==> src/rtl/reg_file_pkg.sv <==
// reg_file_pkg
//   Shared definitions for the parametrised register file and its scoreboard.
//   - RF_MAX_REGS     : largest supported register count
//   - reg_idx_t       : register-index type wide enough for RF_MAX_REGS entries
//   - rf_reset_val    : reset contents of register idx, (2 << idx) truncated to width
//   - rf_idx_in_range : true when an index names an existing register
package reg_file_pkg;

    localparam int RF_MAX_REGS = 32;
    localparam int RF_IDX_W    = $clog2(RF_MAX_REGS);

    typedef logic [RF_IDX_W-1:0] reg_idx_t;

    function automatic logic [63:0] rf_reset_val(input int unsigned idx,
                                                 input int unsigned width);
        logic [63:0] val;
        val = 64'd2 << idx;
        if (width < 64) begin
            val = val & ((64'd1 << width) - 64'd1);
        end
        return val;
    endfunction

    // Compared at 32 bits so that NUM_REGS == RF_MAX_REGS does not wrap.
    function automatic logic rf_idx_in_range(input reg_idx_t    idx,
                                             input int unsigned num_regs);
        return 32'(idx) < num_regs;
    endfunction

endpackage

==> src/rtl/reg_file_scoreboard.sv <==
// reg_file_scoreboard
//   Per-register pending tracker used by issue logic to spot read-after-write
//   hazards on registers whose producing op is still in flight.
//   Ports:
//     clk, rst_n            clock, asynchronous active-low reset
//     rd_addr_a/b           read addresses whose hazard status is reported
//     wr_en, wr_addr        register write (retires the op on wr_addr)
//     issue_en, issue_addr  new op issued with destination issue_addr
//     hazard_a/b            read address pending and not satisfied this cycle
//     pending               registered pending bit per register
//     issue_err             registered one-cycle pulse for a rejected issue
module reg_file_scoreboard
    import reg_file_pkg::*;
#(
    parameter int NUM_REGS = 4,
    parameter int BYPASS   = 1,
    parameter int AW       = $clog2(NUM_REGS)
) (
    input  logic                clk,
    input  logic                rst_n,
    input  logic [AW-1:0]       rd_addr_a,
    input  logic [AW-1:0]       rd_addr_b,
    input  logic                wr_en,
    input  logic [AW-1:0]       wr_addr,
    input  logic                issue_en,
    input  logic [AW-1:0]       issue_addr,
    output logic                hazard_a,
    output logic                hazard_b,
    output logic [NUM_REGS-1:0] pending,
    output logic                issue_err
);

    logic [NUM_REGS-1:0] pending_q;
    logic [NUM_REGS-1:0] pending_d;
    logic                issue_err_q;
    logic                issue_err_d;

    logic [NUM_REGS-1:0] wr_hit;
    logic                issue_in_range;
    logic                issue_busy;
    logic                issue_ok;
    reg_idx_t            issue_idx;

    // One-hot of the register being written; out-of-range writes hit nothing.
    always_comb begin
        wr_hit = '0;
        for (int i = 0; i < NUM_REGS; i++) begin
            wr_hit[i] = wr_en && (wr_addr == AW'(i));
        end
    end

    // An issue is accepted when the destination exists and is either idle or
    // being retired by a write in this same cycle.
    always_comb begin
        issue_idx      = reg_idx_t'(issue_addr);
        issue_in_range = rf_idx_in_range(issue_idx, NUM_REGS);
        issue_busy     = 1'b0;
        for (int i = 0; i < NUM_REGS; i++) begin
            if (issue_addr == AW'(i)) begin
                issue_busy = pending_q[i] && !wr_hit[i];
            end
        end
        issue_ok = issue_en && issue_in_range && !issue_busy;
    end

    // Clear on write first, then set on accepted issue so set wins a tie.
    always_comb begin
        pending_d = pending_q & ~wr_hit;
        for (int i = 0; i < NUM_REGS; i++) begin
            if (issue_ok && (issue_addr == AW'(i))) begin
                pending_d[i] = 1'b1;
            end
        end
        issue_err_d = issue_en && !issue_ok;
    end

    always_ff @(posedge clk or negedge rst_n) begin
        if (!rst_n) begin
            pending_q   <= '0;
            issue_err_q <= 1'b0;
        end else begin
            pending_q   <= pending_d;
            issue_err_q <= issue_err_d;
        end
    end

    // Hazard looks only at registered pending state and the current write,
    // never at issue_en, so it cannot loop back through issue logic.
    always_comb begin
        hazard_a = 1'b0;
        hazard_b = 1'b0;
        for (int i = 0; i < NUM_REGS; i++) begin
            if (rd_addr_a == AW'(i)) begin
                hazard_a = pending_q[i] && !((BYPASS != 0) && wr_hit[i]);
            end
            if (rd_addr_b == AW'(i)) begin
                hazard_b = pending_q[i] && !((BYPASS != 0) && wr_hit[i]);
            end
        end
    end

    assign pending   = pending_q;
    assign issue_err = issue_err_q;

endmodule

==> src/rtl/reg_file_sb.sv <==
// reg_file_sb
//   Parametrised general-purpose register file with two combinational read
//   ports, one binary-addressed write port, optional write-to-read bypass and
//   a pending scoreboard for read-after-write hazard detection.
//   Ports:
//     clk, rst_n            clock, asynchronous active-low reset
//     rd_addr_a/b           read addresses; rd_data_a/b combinational data
//     wr_en, wr_addr,
//     wr_data               write port, registered at the rising edge
//     issue_en, issue_addr  destination of a newly issued op
//     hazard_a/b            read address has an unresolved in-flight writer
//     pending               scoreboard bit per register
//     issue_err             one-cycle pulse after a rejected issue
module reg_file_sb
    import reg_file_pkg::*;
#(
    parameter int WIDTH    = 8,
    parameter int NUM_REGS = 4,
    parameter int BYPASS   = 1,
    parameter int AW       = $clog2(NUM_REGS)
) (
    input  logic                clk,
    input  logic                rst_n,
    input  logic [AW-1:0]       rd_addr_a,
    output logic [WIDTH-1:0]    rd_data_a,
    input  logic [AW-1:0]       rd_addr_b,
    output logic [WIDTH-1:0]    rd_data_b,
    input  logic                wr_en,
    input  logic [AW-1:0]       wr_addr,
    input  logic [WIDTH-1:0]    wr_data,
    input  logic                issue_en,
    input  logic [AW-1:0]       issue_addr,
    output logic                hazard_a,
    output logic                hazard_b,
    output logic [NUM_REGS-1:0] pending,
    output logic                issue_err
);

    logic [WIDTH-1:0] regs_q [NUM_REGS];
    logic [WIDTH-1:0] regs_d [NUM_REGS];

    logic             wr_in_range;
    logic [WIDTH-1:0] rd_raw_a;
    logic [WIDTH-1:0] rd_raw_b;

    // Write decode; an address past NUM_REGS matches no entry and is dropped.
    always_comb begin
        regs_d      = regs_q;
        wr_in_range = 1'b0;
        for (int i = 0; i < NUM_REGS; i++) begin
            if (wr_addr == AW'(i)) begin
                wr_in_range = 1'b1;
                if (wr_en) begin
                    regs_d[i] = wr_data;
                end
            end
        end
    end

    always_ff @(posedge clk or negedge rst_n) begin
        if (!rst_n) begin
            for (int i = 0; i < NUM_REGS; i++) begin
                regs_q[i] <= WIDTH'(rf_reset_val(i, WIDTH));
            end
        end else begin
            for (int i = 0; i < NUM_REGS; i++) begin
                regs_q[i] <= regs_d[i];
            end
        end
    end

    // Read muxes built as compare loops so unused address codes read as 0.
    always_comb begin
        rd_raw_a = '0;
        rd_raw_b = '0;
        for (int i = 0; i < NUM_REGS; i++) begin
            if (rd_addr_a == AW'(i)) begin
                rd_raw_a = regs_q[i];
            end
            if (rd_addr_b == AW'(i)) begin
                rd_raw_b = regs_q[i];
            end
        end
    end

    // Forward the in-flight write to a same-address read on either port.
    always_comb begin
        rd_data_a = rd_raw_a;
        rd_data_b = rd_raw_b;
        if ((BYPASS != 0) && wr_en && wr_in_range) begin
            if (wr_addr == rd_addr_a) begin
                rd_data_a = wr_data;
            end
            if (wr_addr == rd_addr_b) begin
                rd_data_b = wr_data;
            end
        end
    end

    reg_file_scoreboard #(
        .NUM_REGS (NUM_REGS),
        .BYPASS   (BYPASS),
        .AW       (AW)
    ) u_scoreboard (
        .clk        (clk),
        .rst_n      (rst_n),
        .rd_addr_a  (rd_addr_a),
        .rd_addr_b  (rd_addr_b),
        .wr_en      (wr_en),
        .wr_addr    (wr_addr),
        .issue_en   (issue_en),
        .issue_addr (issue_addr),
        .hazard_a   (hazard_a),
        .hazard_b   (hazard_b),
        .pending    (pending),
        .issue_err  (issue_err)
    );

endmodule

==> config.mk <==
export PLATFORM = sky130hd
export DESIGN_NAME = reg_file_sb
export DESIGN_NICKNAME = d
export VERILOG_FILES = /design/src/rtl/reg_file_pkg.sv /design/src/rtl/reg_file_scoreboard.sv /design/src/rtl/reg_file_sb.sv
export SDC_FILE = /design/constraint.sdc
export NUM_CORES = 1
export LEC_CHECK = 0
export CAP_MARGIN = 20
export CORE_MARGIN = 10
export CORE_UTILIZATION = 52
export CTS_CLUSTER_SIZE = 12
export DETAILED_ROUTE_END_ITERATION = 10
export GPL_ROUTABILITY_DRIVEN = 0
export HOLD_SLACK_MARGIN = 0.06
export PLACE_DENSITY = 0.77
export SETUP_SLACK_MARGIN = 0.15
export SLEW_MARGIN = 20
export SYNTH_ARGS = -nofsm -noshare
export SYNTH_HDL_FRONTEND = slang
export SYNTH_SLANG_ARGS = --single-unit
export TNS_END_PERCENT = 50
==> constraint.sdc <==
create_clock -name clk -period 1.9 [get_ports clk]
set_input_delay 0.38 -clock clk [delete_from_list [all_inputs] [get_ports clk]]
set_output_delay 0.38 -clock clk [all_outputs]
set_load 0.1 [all_outputs]
Yosys cells after proc, flatten, opt, wreduce, memory -nomap -nowiden:

Cells that the tools add are included.

* output and inout port bits: 23
* word-level logic and storage cells: 83
* register bits after elaboration: 37

* reduce and logical (&&, ||, !) cells: 29
* mux-type cells: 32
* bitwise operators: 2
* equal/unequal tests: 14

Operators by type and width (count)
* $mux 8: 12
* $mux 1: 20
* $eq 2x2->1 const B: 8
* $logic_and 1x1->1: 15
* $eq 2x1->1 const B: 4
* $logic_not 2->1: 4
* $reduce_and 2->1: 4
* $logic_not 1->1: 6
* $and 4x4->4: 1
* $eq 2x2->1: 2
* $not 4->4: 1

Longest topological paths before layout:

Gate-level depths: netlist (run 1).

* depth after elaboration: 12
* mapped depth: 5
* gate-level depth less buffers: 3

By module:

Synthesis (run 1) repeated with hierarchy kept, for this count alone.

* cells, all modules: 138
* area total of the unflattened synthesis: 2165.8 um^2

By module, submodules not included
* reg_file_sb: cells an instance 113, area an instance 1858.0 um^2, instances 1
* reg_file_scoreboard: cells an instance 25, area an instance 307.8 um^2, instances 1

Worst setup path after synthesis (run 1):

No wires, ideal clock.

* path kind: register to output
* start point: reg u_scoreboard.pending_q[1] (netlist: u_scoreboard.pending[1])
* end point: out hazard_a
* data required time: 1.520 ns
* path slack: -1.287 ns
* stages on the path, launching flop included: 4
* arrival time: 2.807 ns
* cells stage by stage: dfrtp_1 > nor2b_1 > a32oi_1 > mux2i_1

* longest elaborated chain between the ends: 4

Ends and longest elaborated chain
* from (decl): RTL line reg_file_scoreboard.sv:33 `logic [NUM_REGS-1:0] pending_q;`
* from (signal assigned): RTL line reg_file_scoreboard.sv:82 `pending_q <= pending_d;`
* $logic_and 1x1->1: RTL line reg_file_scoreboard.sv:94 `hazard_a = pending_q[i] && !((BYPASS != 0) && wr_hit[i]);`
* $mux 1 (3 in a row): RTL line reg_file_scoreboard.sv:93 `if (rd_addr_a == AW'(i)) begin`
* to (decl): RTL line reg_file_sb.sv:33 `output logic hazard_a,`

No other way between the ends.

Final worst setup path (run 1):

* start point: reg regs_q[7] (netlist bit)
* end point: out rd_data_a[7]

* longest elaborated chain between the ends: 3

Ends and longest elaborated chain
* from (decl): RTL line reg_file_sb.sv:39 `logic [WIDTH-1:0] regs_q [NUM_REGS];`
* from (signal, indexed assignment): RTL line reg_file_sb.sv:63 `regs_q[i] <= WIDTH'(rf_reset_val(i, WIDTH));`
* from (signal, indexed assignment): RTL line reg_file_sb.sv:67 `regs_q[i] <= regs_d[i];`
* $mux 8 *: RTL line reg_file_sb.sv:77 `if (rd_addr_a == AW'(i)) begin`
* $mux 8: RTL line reg_file_sb.sv:91 `if (wr_addr == rd_addr_a) begin`
* $mux 8 *: RTL line reg_file_sb.sv:90 `if ((BYPASS != 0) && wr_en && wr_in_range) begin`
* to (decl): RTL line reg_file_sb.sv:25 `output logic [WIDTH-1:0] rd_data_a,`

Mark *: on every way between the ends. The rest lies on a longest branch, timed or not.

==> results of run 1 <==
## critical path, delay by kind of cell (launching register included)
kind                   cells  cell delay [ps]
buffers and inverters      1              170
DFF                        1              410
muxes                      2              780
## kinds of logic after synthesis
kind of cell | Yosys count
mux | 68
flops | 37
buf+inv | 14
simple gates | 12
compound gates | 9
xor+xnor | 6
## area by class of cell
| class | instances | area (um^2) | area share (%) |
|---|---|---|---|
| multi-input combinational | 95 | 1310 | 38.9 |
| timing repair buffer | 74 | 955 | 28.3 |
| sequential | 37 | 946 | 28.1 |
| clock buffer | 7 | 76.3 | 2.26 |
| tap | 50 | 62.6 | 1.86 |
| inverter | 4 | 15.0 | 0.445 |
| clock inverter | 1 | 5.00 | 0.148 |
## flip-flops by register name, indices dropped and copies added, names as in the netlist
signal / count
regs_q: 32
u_scoreboard.pending: 4
u_scoreboard.issue_err: 1
## metrics by stage
stage                     utilization, %  instances  power (mW)
final                               83.7        268        3.72
after global routing                83.7        268        3.86
after CTS                           83.4        266        3.71
after detailed placement            76.3        250        3.07
after global placement              76.3        250        3.03
after floorplan                        -        146        2.36
## worst min-delay path by stage
stage / from / to / slack [ps] / cells past startpoint
after floorplan: rst_n / regs_q[0]$_DFFE_PN0P_ / 80 / 0
after global placement: regs_q[15]$_DFFE_PN0P_ / regs_q[15]$_DFFE_PN0P_ / 500 / 1
after detailed placement: regs_q[9]$_DFFE_PN0P_ / regs_q[9]$_DFFE_PN0P_ / 510 / 1
after CTS: rst_n / regs_q[26]$_DFFE_PN0P_ / 530 / 2
after global routing: rst_n / regs_q[28]$_DFFE_PN0P_ / 540 / 2
final: rst_n / regs_q[12]$_DFFE_PN0P_ / 520 / 2
## what timing repair did
action	CTS	global route
cloned	3	0
buffers inserted	5	2
gates resized for setup	49	2
pin swaps	5	2
endpoints found under the setup margin	26	18
## placed cells by master (no fill, tap or decap), types with 5 or more instances in the layout
master / netlist / final
mux2_2: 48 / 32
dfrtp_1: 33 / 29
buf_4: 0 / 26
buf_12: 0 / 24
mux4_2: 17 / 17
mux2_4: 0 / 16
clkdlybuf4s50_1: 0 / 12
clkbuf_8: 0 / 5
buf_6: 3 / 5
## per-layer routing
layer / up-vias / GRT usage [%] / share of wire [%]
met1: 851 / 21.5 / 41
met2: 60 / 30.1 / 50
li1: 706 / - / -
met4: 0 / 7.93 / 3.1
met5: - / 0 / 0
met3: 19 / 5.99 / 6.3
## power by group through the flow
stage	Combinational, mW	Clock [mW]	Sequential (mW)
after floorplan	1.20	0	1.16
after global placement	1.95	0	1.07
after detailed placement	1.98	0	1.09
after CTS	2.08	0.550	1.07
after global routing	2.16	0.595	1.10
final	2.09	0.551	1.08
==> summary.txt, run 1 <==
Initial antenna violation count - 0
Starting DRT DRC Count - 120
LEAKAGE - 1.46 nW
Setup TNS Final - -1680 ps
Placed Area - 3070 um^2
Arr. time, crit path - 1640 ps
Failing checks - negative setup slack
Logic gate share of total power - 56.2%
Critical Path Source - regs_q[7]$_DFFE_PN0P_
Largest family of logic cells by synthesized area - multiplexers
Flop pwr share - 29.0%
Net Sw Power - 1.59 mW
Skew final - 0.252 ps
Crit path largest cell delay - 490 ps
Max Root-Sink Buffers - 2
RSZ-0062 raised after global routing - yes
Mapped Nets - 166
I/O pins - 43
Pre-CTS setup slack - -531 ps
Xor/xnor share of the synthesized area - 2.41%
Cell breakdown of the critical path - mux4_2, mux2_4, buf_12
First-pass GRT wire length - 10600 um
CP Max Fanout - 3
Unique cell type count in the Yosys netlist - 27
Antenna Nets Post-Route - 0
Sw Ratio - 42.7%
Min Tclk post-route - 2020 ps
Largest net degree at the start of global routing - 38
Slew Limit Fails - 0
Total track usage - 18.4%
CP endpoint - rd_data_a[7]
Starting Density - 54.2%
FF+latch count, synth - 37
Commonest cells post-synth - mux2_2, dfrtp_1, mux4_2
CORE AREA - 4030 um^2
Yosys top cell area share - 37.8%
Clock slew at reported path FFs - 80 ps
Crit path required time - 1520 ps
Area Growth Syn to Fin - 54.5%
Reg-to-reg slack, setup - 630 ps
Slew @ Worst Pin - 488 ps
Max Freq - 494 MHz
Final instance area - 3370 um^2
Max VDD drop - 876 uV
IO Port Bufs - 42
Nets@finish - 237
Router iterations before antenna repair - 4
R2R Path End - u_scoreboard.issue_err$_DFF_PN0_
Fin Hold WS - 522 ps
Post-route worst setup slack - -124 ps
Sequential share of the synthesized area - 42.7%
GR Overflow Total - 0
Detail Placement HPWL - 3990 um
Pwr/cell area - 1100 nW/um^2
Routed via count - 1636
Post-synthesis cell count - 146
Yosys warning count - 0
Synth area leaders - dfrtp_1, mux2_2, mux4_2
Sink Count - 37
Die Footprint - 7190 um^2
Final WL - 6140 um
Asr flop ratio synth - 100%
Post-synth top area cell - dfrtp_1
Number of CTS-inserted buffers - 5
CTS tree - built
Vias per cell - 6.10
Synth Cell Area - 2180 um^2
Worst setup SP type - register
Worst setup EP type - primary output
Setup violators final - 17
Share of layout cells above drive strength 1 - 69.3%
Kind of critical path - register to primary output
Compound-cell area share of the yosys netlist - 3.50%
Max_cap viols - 0
Die Wd - 84.8 um
Post-Synth Simple-Gate Area - 3.96%
Core Rows - 23
Worst min path class - input port to async pin
Top-count cell post-synth - mux2_2
Drt drc - 0
R2R depth - 2
Synth Area per Inst - 14.9 um^2
Number of global-route vias before repair - 1883
Routed len/inst - 22.9 um
Status - complete, but fails checks
Relative slew slack - 67.5%
Slowest-stage cell, CP - mux4_2
Final Hold Fails - 0
Clock root cell - clkbuf_8
Ant. Diodes - 0
Top FF cell, synth - dfrtp_1
Clock Power Share - 14.8%
Final period utilization - 107%
Adder-cell share of the synthesized area - 0%
# H-tree levels - 2
Pint - 2.13 mW
Die Ht - 84.8 um
EDFF count, synth - 0
Clock Latency Late Sink - 290 ps
Mux contribution to synthesized area - 43.7%
Hold-fix buffers, CTS - 0
Fill count - 198
Reg2reg start - u_scoreboard.pending[3]$_DFF_PN0_
No activity file was read; power rests on OpenSTA's default activity.
==> run 2, diff against run 1 <==
- CORE_ASPECT_RATIO: not set -> 2
==> run 2 against run 1 <==
Net effect:
- the flow still finishes with violations (negative setup slack)
- wire length up 6.2%
- clock skew up 0.52 ps
- sequential power about the same
- global-route usage up 0.18 points
- first-iteration DRC count down 51%
- hold slack worse by 55 ps
- count of clock-buffer cells in the layout down 1
- sequential share of layout area up 0.13 points
- total power down 0.32%
- die area up 2.2%
- critical endpoint is now rd_data_a[5]
- largest cell class unchanged
- highest routed layer unchanged
==> summary.txt, run 2 (same netlist as run 1, synthesis figures left out) <==
Status - complete, but fails checks
Failing checks - negative setup slack
Sink Count - 37
Pwr/cell area - 1100 nW/um^2
CP Max Fanout - 3
Starting DRT DRC Count - 59
Max Freq - 490 MHz
Initial antenna violation count - 0
Largest register FFs - 32
RSZ-0062 raised after global routing - yes
Drt drc - 0
Die Ht - 112 um
Worst setup SP type - register
Area Growth Syn to Fin - 53.8%
Worst min path class - input port to async pin
Most frequent cells in the layout - mux2_2, dfrtp_1, buf_12, mux4_2, mux2_4
Setup TNS Final - -1570 ps
Max Root-Sink Buffers - 2
IO Port Bufs - 42
Die Wd - 65.8 um
Final WL - 6520 um
Commonest non-fill, non-tap cell in the layout - mux2_2
Number of global-route vias before repair - 1881
Crit path required time - 1520 ps
Max_cap viols - 0
Share of layout cells above drive strength 1 - 71.6%
Routed len/inst - 25.1 um
Top reg by flops - regs_q
Core Rows - 33
Fin Hold WS - 467 ps
Largest net degree at the start of global routing - 38
Final period utilization - 107%
Slew Limit Fails - 0
Skew final - 0.775 ps
Die Footprint - 7340 um^2
Cell breakdown of the critical path - mux4_2, mux2_4, buf_12
Ant. Diodes - 0
GR Overflow Total - 0
Clock slew at reported path FFs - 70 ps
Slowest-stage cell, CP - mux4_2
I/O pins - 43
Crit path largest cell delay - 490 ps
Setup violators final - 16
First-pass GRT wire length - 10400 um
Number of CTS-inserted buffers - 5
Arr. time, crit path - 1660 ps
Slew @ Worst Pin - 285 ps
Starting Density - 53.4%
Post-route worst setup slack - -142 ps
Min Tclk post-route - 2040 ps
Kind of critical path - register to primary output
Relative slew slack - 80.9%
Clock Latency Late Sink - 280 ps
Worst setup EP type - primary output
Vias per cell - 6.08
# H-tree levels - 2
CORE AREA - 4090 um^2
LEAKAGE - 1.44 nW
Router iterations before antenna repair - 6
Max VDD drop - 807 uV
Routed via count - 1580
Total track usage - 18.6%
Antenna Nets Post-Route - 0
Hold-fix buffers, CTS - 0
Nets@finish - 227
Final Hold Fails - 0
CTS tree - built
Clock root cell - clkbuf_8
Detail Placement HPWL - 4250 um
-- run 2: worst max-delay path, delay by kind of cell, from the launching register on --
kind	cells	cell delay [ps]
multiplexers	2	790
flip-flops	1	410
buffers and inverters	1	170
-- run 2: where the power goes --
group / switching, mW / total [mW] / internal (mW)
combinational: 1.18 / 2.09 / 0.910
sequential: 0.134 / 1.09 / 0.955
clock: 0.276 / 0.530 / 0.254
total: 1.59 / 3.71 / 2.12
-- run 2: timing repair --
item	in CTS	in global routing
setup endpoints to repair	26	18
cloned	2	0
gates resized for setup	60	8
buffers inserted	1	0
pin swaps	7	3
-- run 2: through the flow --
stage | cells | instance area [um^2] | setup slack, ps | total power [mW] | util (%)
finish | 260 | 3360 | -142 | 3.71 | 82.1
global route | 260 | 3360 | -153 | 3.83 | 82.1
CTS | 260 | 3340 | -116 | 3.70 | 81.8
detailed placement | 249 | 3080 | -550 | 3.08 | 75.3
global placement | 249 | 3080 | -517 | 3.02 | 75.3
floorplan | 146 | 2280 | -33.0 | 2.36 | -
-- run 2: final timing paths --
kind                                                   start                          endpoint  slack (ps)  cells past startpoint
setup / recovery                       regs_q[5]$_DFFE_PN0P_                      rd_data_a[5]        -140                      3
hold / removal                                         rst_n             regs_q[3]$_DFFE_PN0P_         470                      2
setup reg to reg           u_scoreboard.pending[3]$_DFF_PN0_  u_scoreboard.issue_err$_DFF_PN0_         590                      2
hold reg to reg                        regs_q[8]$_DFFE_PN0P_             regs_q[8]$_DFFE_PN0P_         540                      1
max in group asynchronous                              rst_n            regs_q[25]$_DFFE_PN1P_        1170                      2
min in group clk                       regs_q[8]$_DFFE_PN0P_             regs_q[8]$_DFFE_PN0P_         540                      1
-- run 2: area by class of cell --
| class | instances | area [um^2] |
|---|---|---|
| Clock buffer | 6 | 72.6 |
| Clock inverter | 2 | 10.0 |
| Inverter | 4 | 15.0 |
| Sequential cell | 37 | 946 |
| Tap cell | 52 | 65.1 |
| Fill cell | 208 | 731 |
| Timing Repair Buffer | 64 | 893 |
| Multi-Input combinational cell | 95 | 1360 |
-- run 2: routing by layer --
metal	share of wire (%)	global-route usage, %	up-vias	routed length (um)
met3	5.0	5.12	8	325
met2	59	34.8	57	3860
li1	-	-	686	-
met4	1.3	6.32	0	86
met1	34	18.2	829	2250
met5	0	0	-	0
